## config.mk

```make
export PLATFORM = sky130hd
export DESIGN_NAME = ram_arbiter_flat
export DESIGN_NICKNAME = d
export VERILOG_FILES = /design/src/rtl/ram_arbiter_if.sv /design/src/rtl/ram_arbiter.sv /design/src/flat_wrapper.sv
export SDC_FILE = /design/constraint.sdc
export NUM_CORES = 1
export LEC_CHECK = 0
export CAP_MARGIN = 20
export CORE_ASPECT_RATIO = 1.4
export CORE_UTILIZATION = 34
export CTS_CLUSTER_DIAMETER = 150
export DETAILED_ROUTE_END_ITERATION = 12
export HOLD_SLACK_MARGIN = 0.12
export PLACE_DENSITY_LB_ADDON = 0.12
export SYNTH_ARGS = -nofsm -noshare
export SYNTH_HDL_FRONTEND = slang
export SYNTH_SLANG_ARGS = --single-unit
```

## constraint.sdc

```tcl
create_clock -name clk -period 2.2 [get_ports clk]
set_clock_uncertainty 0.05 [all_clocks]
set_input_delay 0.66 -clock clk [delete_from_list [all_inputs] [get_ports clk]]
set_output_delay 0.66 -clock clk [all_outputs]
set_load 0.005 [all_outputs]
```

## src/rtl/ram_arbiter_if.sv

```systemverilog
`default_nettype none
// ============================================================================
// Module      : ram_arbiter_if
// Description : Bundle of the two requester handshakes (A and B) and the
//               single-port RAM pins shared through ram_arbiter.
//               slave  modport : arbiter view (takes requests, drives RAM)
//               master modport : requester/RAM-side view (drives requests,
//                                returns RAM read data)
// Signals     : a_req/a_we/a_addr/a_wdata -> arbiter, a_gnt/a_rvalid/a_rdata <-
//               b_req/b_we/b_addr/b_wdata -> arbiter, b_gnt/b_rvalid/b_rdata <-
//               ram_address/ram_load/ram_in <- arbiter, ram_out -> arbiter
// Revision    : 1.0  initial release
// ============================================================================
interface ram_arbiter_if #(
    parameter int ADDR_WIDTH = 16,
    parameter int DATA_WIDTH = 16
);
    logic                  a_req;
    logic                  a_we;
    logic [ADDR_WIDTH-1:0] a_addr;
    logic [DATA_WIDTH-1:0] a_wdata;
    logic                  a_gnt;
    logic                  a_rvalid;
    logic [DATA_WIDTH-1:0] a_rdata;

    logic                  b_req;
    logic                  b_we;
    logic [ADDR_WIDTH-1:0] b_addr;
    logic [DATA_WIDTH-1:0] b_wdata;
    logic                  b_gnt;
    logic                  b_rvalid;
    logic [DATA_WIDTH-1:0] b_rdata;

    logic [ADDR_WIDTH-1:0] ram_address;
    logic                  ram_load;
    logic [DATA_WIDTH-1:0] ram_in;
    logic [DATA_WIDTH-1:0] ram_out;

    modport slave (
        input  a_req, a_we, a_addr, a_wdata,
        output a_gnt, a_rvalid, a_rdata,
        input  b_req, b_we, b_addr, b_wdata,
        output b_gnt, b_rvalid, b_rdata,
        output ram_address, ram_load, ram_in,
        input  ram_out
    );

    modport master (
        output a_req, a_we, a_addr, a_wdata,
        input  a_gnt, a_rvalid, a_rdata,
        output b_req, b_we, b_addr, b_wdata,
        input  b_gnt, b_rvalid, b_rdata,
        input  ram_address, ram_load, ram_in,
        output ram_out
    );
endinterface
`default_nettype wire

```

## src/rtl/ram_arbiter.sv

```systemverilog
`default_nettype none
// ============================================================================
// Module      : ram_arbiter
// Description : Shares one single-port synchronous RAM (1-cycle read latency)
//               between requester A (CPU data port) and requester B
//               (secondary master). One access is granted per cycle; read
//               data returns to the issuing requester two cycles after grant.
// Ports       : clk   - system clock, rising edge
//               rst_n - asynchronous active-low reset
//               bus   - ram_arbiter_if.slave: A/B request handshakes and the
//                       RAM address/load/in/out pins
// Options     : RAM_ARB_ROUND_ROBIN_EN - when defined, contention is resolved
//               round-robin and STARVE_LIMIT is ignored; otherwise A has fixed
//               priority with a B starvation guard.
// Revision    : 1.0  initial release
// ============================================================================
module ram_arbiter #(
    parameter int ADDR_WIDTH   = 16,
    parameter int DATA_WIDTH   = 16,
    parameter int STARVE_LIMIT = 4
) (
    input  logic           clk,
    input  logic           rst_n,
    ram_arbiter_if.slave   bus
);

    typedef enum logic {
        REQ_A = 1'b0,
        REQ_B = 1'b1
    } req_id_t;

    logic                  w_both;
    logic                  w_b_wins;
    logic                  w_gnt_a;
    logic                  w_gnt_b;
    logic [ADDR_WIDTH-1:0] w_addr;
    logic [DATA_WIDTH-1:0] w_wdata;

    // Issue stage: a read is in the RAM's output register this cycle
    logic                  s1_vld_q, s1_vld_d;
    req_id_t               s1_id_q,  s1_id_d;

    // Return stage
    logic                  a_rvalid_q, b_rvalid_q;
    logic [DATA_WIDTH-1:0] a_rdata_q,  b_rdata_q;

    assign w_both = bus.a_req & bus.b_req;

`ifdef RAM_ARB_ROUND_ROBIN_EN
    // Most recent winner; resets to B so A wins the first contention.
    req_id_t last_gnt_q, last_gnt_d;

    assign w_b_wins = w_both & (last_gnt_q == REQ_A);

    always_comb begin
        last_gnt_d = last_gnt_q;
        if (w_gnt_a)      last_gnt_d = REQ_A;
        else if (w_gnt_b) last_gnt_d = REQ_B;
    end

    always_ff @(posedge clk or negedge rst_n) begin
        if (!rst_n) last_gnt_q <= REQ_B;
        else        last_gnt_q <= last_gnt_d;
    end
`else
    localparam int WAIT_W = (STARVE_LIMIT > 0) ? $clog2(STARVE_LIMIT + 1) : 1;
    localparam logic [WAIT_W-1:0] c_LIMIT = WAIT_W'(STARVE_LIMIT);

    // Cycles B has been kept waiting while requesting, saturating at the limit.
    logic [WAIT_W-1:0] b_wait_q, b_wait_d;

    assign w_b_wins = w_both & (STARVE_LIMIT != 0) & (b_wait_q == c_LIMIT);

    always_comb begin
        b_wait_d = b_wait_q;
        if (!bus.b_req || w_gnt_b)  b_wait_d = '0;
        else if (b_wait_q != c_LIMIT) b_wait_d = b_wait_q + WAIT_W'(1);
    end

    always_ff @(posedge clk or negedge rst_n) begin
        if (!rst_n) b_wait_q <= '0;
        else        b_wait_q <= b_wait_d;
    end
`endif

    // A wins unless the contention rule hands this cycle to B.
    assign w_gnt_a = bus.a_req & ~w_b_wins;
    assign w_gnt_b = bus.b_req & ~w_gnt_a;

    // Idle cycles park the RAM on A's address/data with load low.
    assign w_addr  = w_gnt_b ? bus.b_addr  : bus.a_addr;
    assign w_wdata = w_gnt_b ? bus.b_wdata : bus.a_wdata;

    assign bus.a_gnt       = w_gnt_a;
    assign bus.b_gnt       = w_gnt_b;
    assign bus.ram_address = w_addr;
    assign bus.ram_in      = w_wdata;
    assign bus.ram_load    = (w_gnt_a & bus.a_we) | (w_gnt_b & bus.b_we);

    always_comb begin
        s1_vld_d = (w_gnt_a & ~bus.a_we) | (w_gnt_b & ~bus.b_we);
        s1_id_d  = w_gnt_b ? REQ_B : REQ_A;
    end

    always_ff @(posedge clk or negedge rst_n) begin
        if (!rst_n) begin
            s1_vld_q   <= 1'b0;
            s1_id_q    <= REQ_A;
            a_rvalid_q <= 1'b0;
            b_rvalid_q <= 1'b0;
            a_rdata_q  <= '0;
            b_rdata_q  <= '0;
        end else begin
            s1_vld_q   <= s1_vld_d;
            s1_id_q    <= s1_id_d;
            a_rvalid_q <= s1_vld_q & (s1_id_q == REQ_A);
            b_rvalid_q <= s1_vld_q & (s1_id_q == REQ_B);
            // ram_out now holds the word addressed in the issue cycle.
            if (s1_vld_q && s1_id_q == REQ_A) a_rdata_q <= bus.ram_out;
            if (s1_vld_q && s1_id_q == REQ_B) b_rdata_q <= bus.ram_out;
        end
    end

    assign bus.a_rvalid = a_rvalid_q;
    assign bus.b_rvalid = b_rvalid_q;
    assign bus.a_rdata  = a_rdata_q;
    assign bus.b_rdata  = b_rdata_q;

endmodule
`default_nettype wire
```

## src/flat_wrapper.sv

```systemverilog
// flat-port wrapper written by rule: the top's interface ports become plain ports
module ram_arbiter_flat 
#(
    parameter int ADDR_WIDTH   = 16,
    parameter int DATA_WIDTH   = 16,
    parameter int STARVE_LIMIT = 4
)
  (clk, rst_n, bus_a_req, bus_a_we, bus_a_addr, bus_a_wdata, bus_a_gnt, bus_a_rvalid, bus_a_rdata, bus_b_req, bus_b_we, bus_b_addr, bus_b_wdata, bus_b_gnt, bus_b_rvalid, bus_b_rdata, bus_ram_address, bus_ram_load, bus_ram_in, bus_ram_out);
  ram_arbiter_if #(.ADDR_WIDTH(ADDR_WIDTH), .DATA_WIDTH(DATA_WIDTH)) bus_i ();
  input  logic clk;
  input  logic rst_n;
  input wire logic [$bits(bus_i.a_req)-1:0] bus_a_req;
  input wire logic [$bits(bus_i.a_we)-1:0] bus_a_we;
  input wire logic [$bits(bus_i.a_addr)-1:0] bus_a_addr;
  input wire logic [$bits(bus_i.a_wdata)-1:0] bus_a_wdata;
  output wire logic [$bits(bus_i.a_gnt)-1:0] bus_a_gnt;
  output wire logic [$bits(bus_i.a_rvalid)-1:0] bus_a_rvalid;
  output wire logic [$bits(bus_i.a_rdata)-1:0] bus_a_rdata;
  input wire logic [$bits(bus_i.b_req)-1:0] bus_b_req;
  input wire logic [$bits(bus_i.b_we)-1:0] bus_b_we;
  input wire logic [$bits(bus_i.b_addr)-1:0] bus_b_addr;
  input wire logic [$bits(bus_i.b_wdata)-1:0] bus_b_wdata;
  output wire logic [$bits(bus_i.b_gnt)-1:0] bus_b_gnt;
  output wire logic [$bits(bus_i.b_rvalid)-1:0] bus_b_rvalid;
  output wire logic [$bits(bus_i.b_rdata)-1:0] bus_b_rdata;
  output wire logic [$bits(bus_i.ram_address)-1:0] bus_ram_address;
  output wire logic [$bits(bus_i.ram_load)-1:0] bus_ram_load;
  output wire logic [$bits(bus_i.ram_in)-1:0] bus_ram_in;
  input wire logic [$bits(bus_i.ram_out)-1:0] bus_ram_out;
  assign bus_i.a_req = bus_a_req;
  assign bus_i.a_we = bus_a_we;
  assign bus_i.a_addr = bus_a_addr;
  assign bus_i.a_wdata = bus_a_wdata;
  assign bus_a_gnt = bus_i.a_gnt;
  assign bus_a_rvalid = bus_i.a_rvalid;
  assign bus_a_rdata = bus_i.a_rdata;
  assign bus_i.b_req = bus_b_req;
  assign bus_i.b_we = bus_b_we;
  assign bus_i.b_addr = bus_b_addr;
  assign bus_i.b_wdata = bus_b_wdata;
  assign bus_b_gnt = bus_i.b_gnt;
  assign bus_b_rvalid = bus_i.b_rvalid;
  assign bus_b_rdata = bus_i.b_rdata;
  assign bus_ram_address = bus_i.ram_address;
  assign bus_ram_load = bus_i.ram_load;
  assign bus_ram_in = bus_i.ram_in;
  assign bus_i.ram_out = bus_ram_out;
  ram_arbiter #(.ADDR_WIDTH(ADDR_WIDTH), .DATA_WIDTH(DATA_WIDTH), .STARVE_LIMIT(STARVE_LIMIT)) u_core (.clk(clk), .rst_n(rst_n), .bus(bus_i));
endmodule
```

==> reports/metrics.yaml <==
global_routing:
  antenna_found_initial: 0
  grt_use_met2_pct: 31.8
  busiest_layer: "met2"
  grt_use_met3_pct: 5.00
  grt_start_max_net_pins: 27
  grt.overflow.total: 0
  global_route.usage.met1_pct: 20.7
  grt_first_pass_wirelength_mm: 8.48
  first_global_vias: 1762
  grt.total_usage_pct: 18.3
worst_setup_path:
  critical_path.top_delay_family: "buffers and inverters"
  path_depth: 8
  crit_top_cell: "buf_12"
  path_buf_inv: 4
  critPathArrivalTime_ns: 1.83
  crit_type: "flop to primary output"
  cp-start-kind: "flop"
  critPathMaxStageDelay_ns: 0.36
  cp_max_fo: 7
  crit_slowest_cell: "dfrtp_1"
  worstPathRequired_ns: 1.49
  ff2ff_path_depth: 7
  critPathCaptureType: "primary output"
  crit_chain: "inv_2, ha_4, a21bo_1, nand2_4, buf_12, buf_12, mux2_4, buf_6"
yosys:
  synth_area_leaders: "dfrtp_1 (48%), mux2_4 (21%), mux2_2 (20%)"
  syn_area_per_cell_um2: 15.4
  synth.net_count: 219
  synth_top_area_share_pct: 48.3
  synth_ff_type: "dfrtp_1"
  synth_seq_cells: 39
  syn_inst: 131
  yosysWarnings: 0
  synth_area_leader_cell: "dfrtp_1"
  synth_area_um2: 2020
  synthMostInstantiatedCell: "dfrtp_1"
  yosys.cell_types.count: 20
  yosysSeqAreaShare_pct: 48.3
  synth_common_cells: "dfrtp_1 (39), mux2_2 (36), mux2_4 (28)"
  synth_enable_flop_cells: 0
  async_flop_share_pct: 100
cells_and_area:
  final_core_util_pct: 70.8
  antennaDiodeCount: 0
  final_nets: 396
  drive_above_1_share_pct: 45.0
  area_growth_pct: 96.4
  stdcell_area_um2: 3970
cts:
  cts.clk_slew.worst_paths_ns: 0.07
  cts_tree: "done"
  cts_sinks: 39
  ctsLongestPathBuffers: 2
  insertion_delay_ns: 0.28
  cts_root_buf: "clkbuf_8"
  cts_made_buffers: 5
  ctsHtreeMaxLevel: 2
power_and_ir_drop:
  clkPwrFrac_pct: 20.5
  p_per_area_nw_per_um2: 560
  pwr-share-comb_pct: 38.7
  seqPwrFrac_pct: 40.8
  p_switching_w: 0.000522
  p_leak_nw: 1.82
  ir_worst_vdd_mv: 0.334
  internal_power_w: 0.00170
  switching_share_pct: 23.5
placed_design:
  dp_slack_ns: -0.935
  postPlaceCellArea_um2: 3710
  hpwl_mm: 4.40
  portBuffers: 154
  gp_congestion: 0.680
timing:
  setup_viol: 34
  relSlewSlack_pct: 63.4
  rsz0062_at_grt: "yes"
  finalCritPeriodShare_pct: 115
  final.setup.worst_slack_ns: -0.335
  tightestPinTransition_ns: 0.550
  maxSlewViolCount: 0
  clock.fmax_ghz: 0.394
  hold_viol: 0
  period_minus_slack_ns: 2.54
routing:
  via_count: 1733
  avgViaCountPerCell: 4.60
  post-route-drc-count: 0
  firstDrtPassIters: 4
  ant_nets: 0
  wirelength_mm: 5.47
  drt-initial-drc-count: 65
  routedWlPerCell_um: 14.5
die:
  die_x_um: 67.1
  rows: 32
  coreArea_um2: 5610
  io_pins: 155
  fp.dieH_um: 93.2
  die_area_um2: 6260
  start_util_pct: 36.0
job:
  maxCapViolCount: 0
status:
  status: "finished with violations"
  violations: "setup timing"
hold_path:
  min_path_type: "primary input to asynchronous set/reset pin"
## sequential cells by signal, indices dropped and copies added (netlist names)
name                 count
u_core.bus.b_rdata      16
u_core.bus.a_rdata      16
u_core.s1_id_q           1
u_core.bus.a_rvalid      1
u_core.bus.b_rvalid      1
u_core.b_wait_q          3
u_core.s1_vld_q          1
## area by class of cell
| class | count | area, µm² |
|---|---|---|
| Sequential cell | 39 | 976 |
| Clock inverter | 2 | 12.5 |
| Fill cell | 429 | 1640 |
| Timing Repair Buffer | 176 | 1820 |
| Clock buffer | 6 | 72.6 |
| Tap cell | 68 | 85.1 |
| Multi-Input combinational cell | 81 | 982 |
| Inverter | 5 | 21.3 |
## per-layer routing
| layer | share of wire (%) | vias to the layer above |
|---|---|---|
| li1 | - | 827 |
| met1 | 36 | 817 |
| met2 | 56 | 81 |
| met3 | 6.9 | 8 |
| met4 | 1.6 | 0 |
| met5 | 0 | - |
## worst paths after layout
check                                                     to                         startpoint  slack (ns)
max                                           bus_ram_in[14]     u_core.b_wait_q[0]$_DFFE_PN0P_       -0.34
min                        u_core.bus.b_rdata[9]$_DFFE_PN0P_                              rst_n        0.30
max reg2reg                         u_core.s1_id_q$_DFF_PN0_     u_core.b_wait_q[0]$_DFFE_PN0P_        0.89
min reg2reg                u_core.bus.b_rdata[6]$_DFFE_PN0P_  u_core.bus.b_rdata[6]$_DFFE_PN0P_        0.46
max in group asynchronous  u_core.bus.a_rdata[5]$_DFFE_PN0P_                              rst_n        1.20
min in group clk           u_core.bus.b_rdata[6]$_DFFE_PN0P_  u_core.bus.b_rdata[6]$_DFFE_PN0P_        0.46
## logic make-up (layout without fill, tap and decap cells)
logic type                 count (synthesis)  count (layout)  share of synthesized area (%)
DFF                                       39              39                           48.3
AOI/OAI and AO/OA                          3               3                           1.24
buffers and inverters                     11             189                           4.77
and+or+nand+nor                           11              11                           3.04
muxes                                     65              65                           41.4
adders and majority gates                  2               2                           1.24
## power groups by stage
stage	clock [W]	combinational [W]	sequential, W
after detailed placement	0	0.000827	0.000922
after global placement	0	0.000815	0.000916
final	0.000455	0.000861	0.000906
after global routing	0.000506	0.000922	0.000924
after CTS	0.000482	0.000876	0.000908
after floorplan	0	0.000250	0.000931
## cell usage in the layout, fill, tap and decap left out, drive strengths merged, types with 2 or more instances in the layout
cell type and instances:
buf 57, clkbuf 8, clkdlybuf4s50 116, dfrtp 39, ha 2, inv 5, mux2 64, nand2 5
nor2 2
## through the flow
step | hold slack (ns) | power (W) | setup TNS (ns) | std cells
after detailed placement | 0.445 | 0.00175 | -31.08 | 361
after CTS | 0.313 | 0.00227 | -11.24 | 376
after floorplan | 0.314 | 0.00118 | 0 | 131
after global placement | 0.437 | 0.00173 | -30.96 | 361
final | 0.302 | 0.00222 | -9.85 | 377
after global routing | 0.335 | 0.00235 | -12.13 | 377
## what timing repair did
action                                 in CTS  in global routing
gates resized for setup                   188                  6
pin swaps                                   3                  4
setup endpoints to repair                  35                 35
endpoints found under the hold margin       0                  0
gates cloned                                2                  0
hold buffers                                0                  0
buffers inserted                            5                  3
Power figures use the tool's default switching activity.
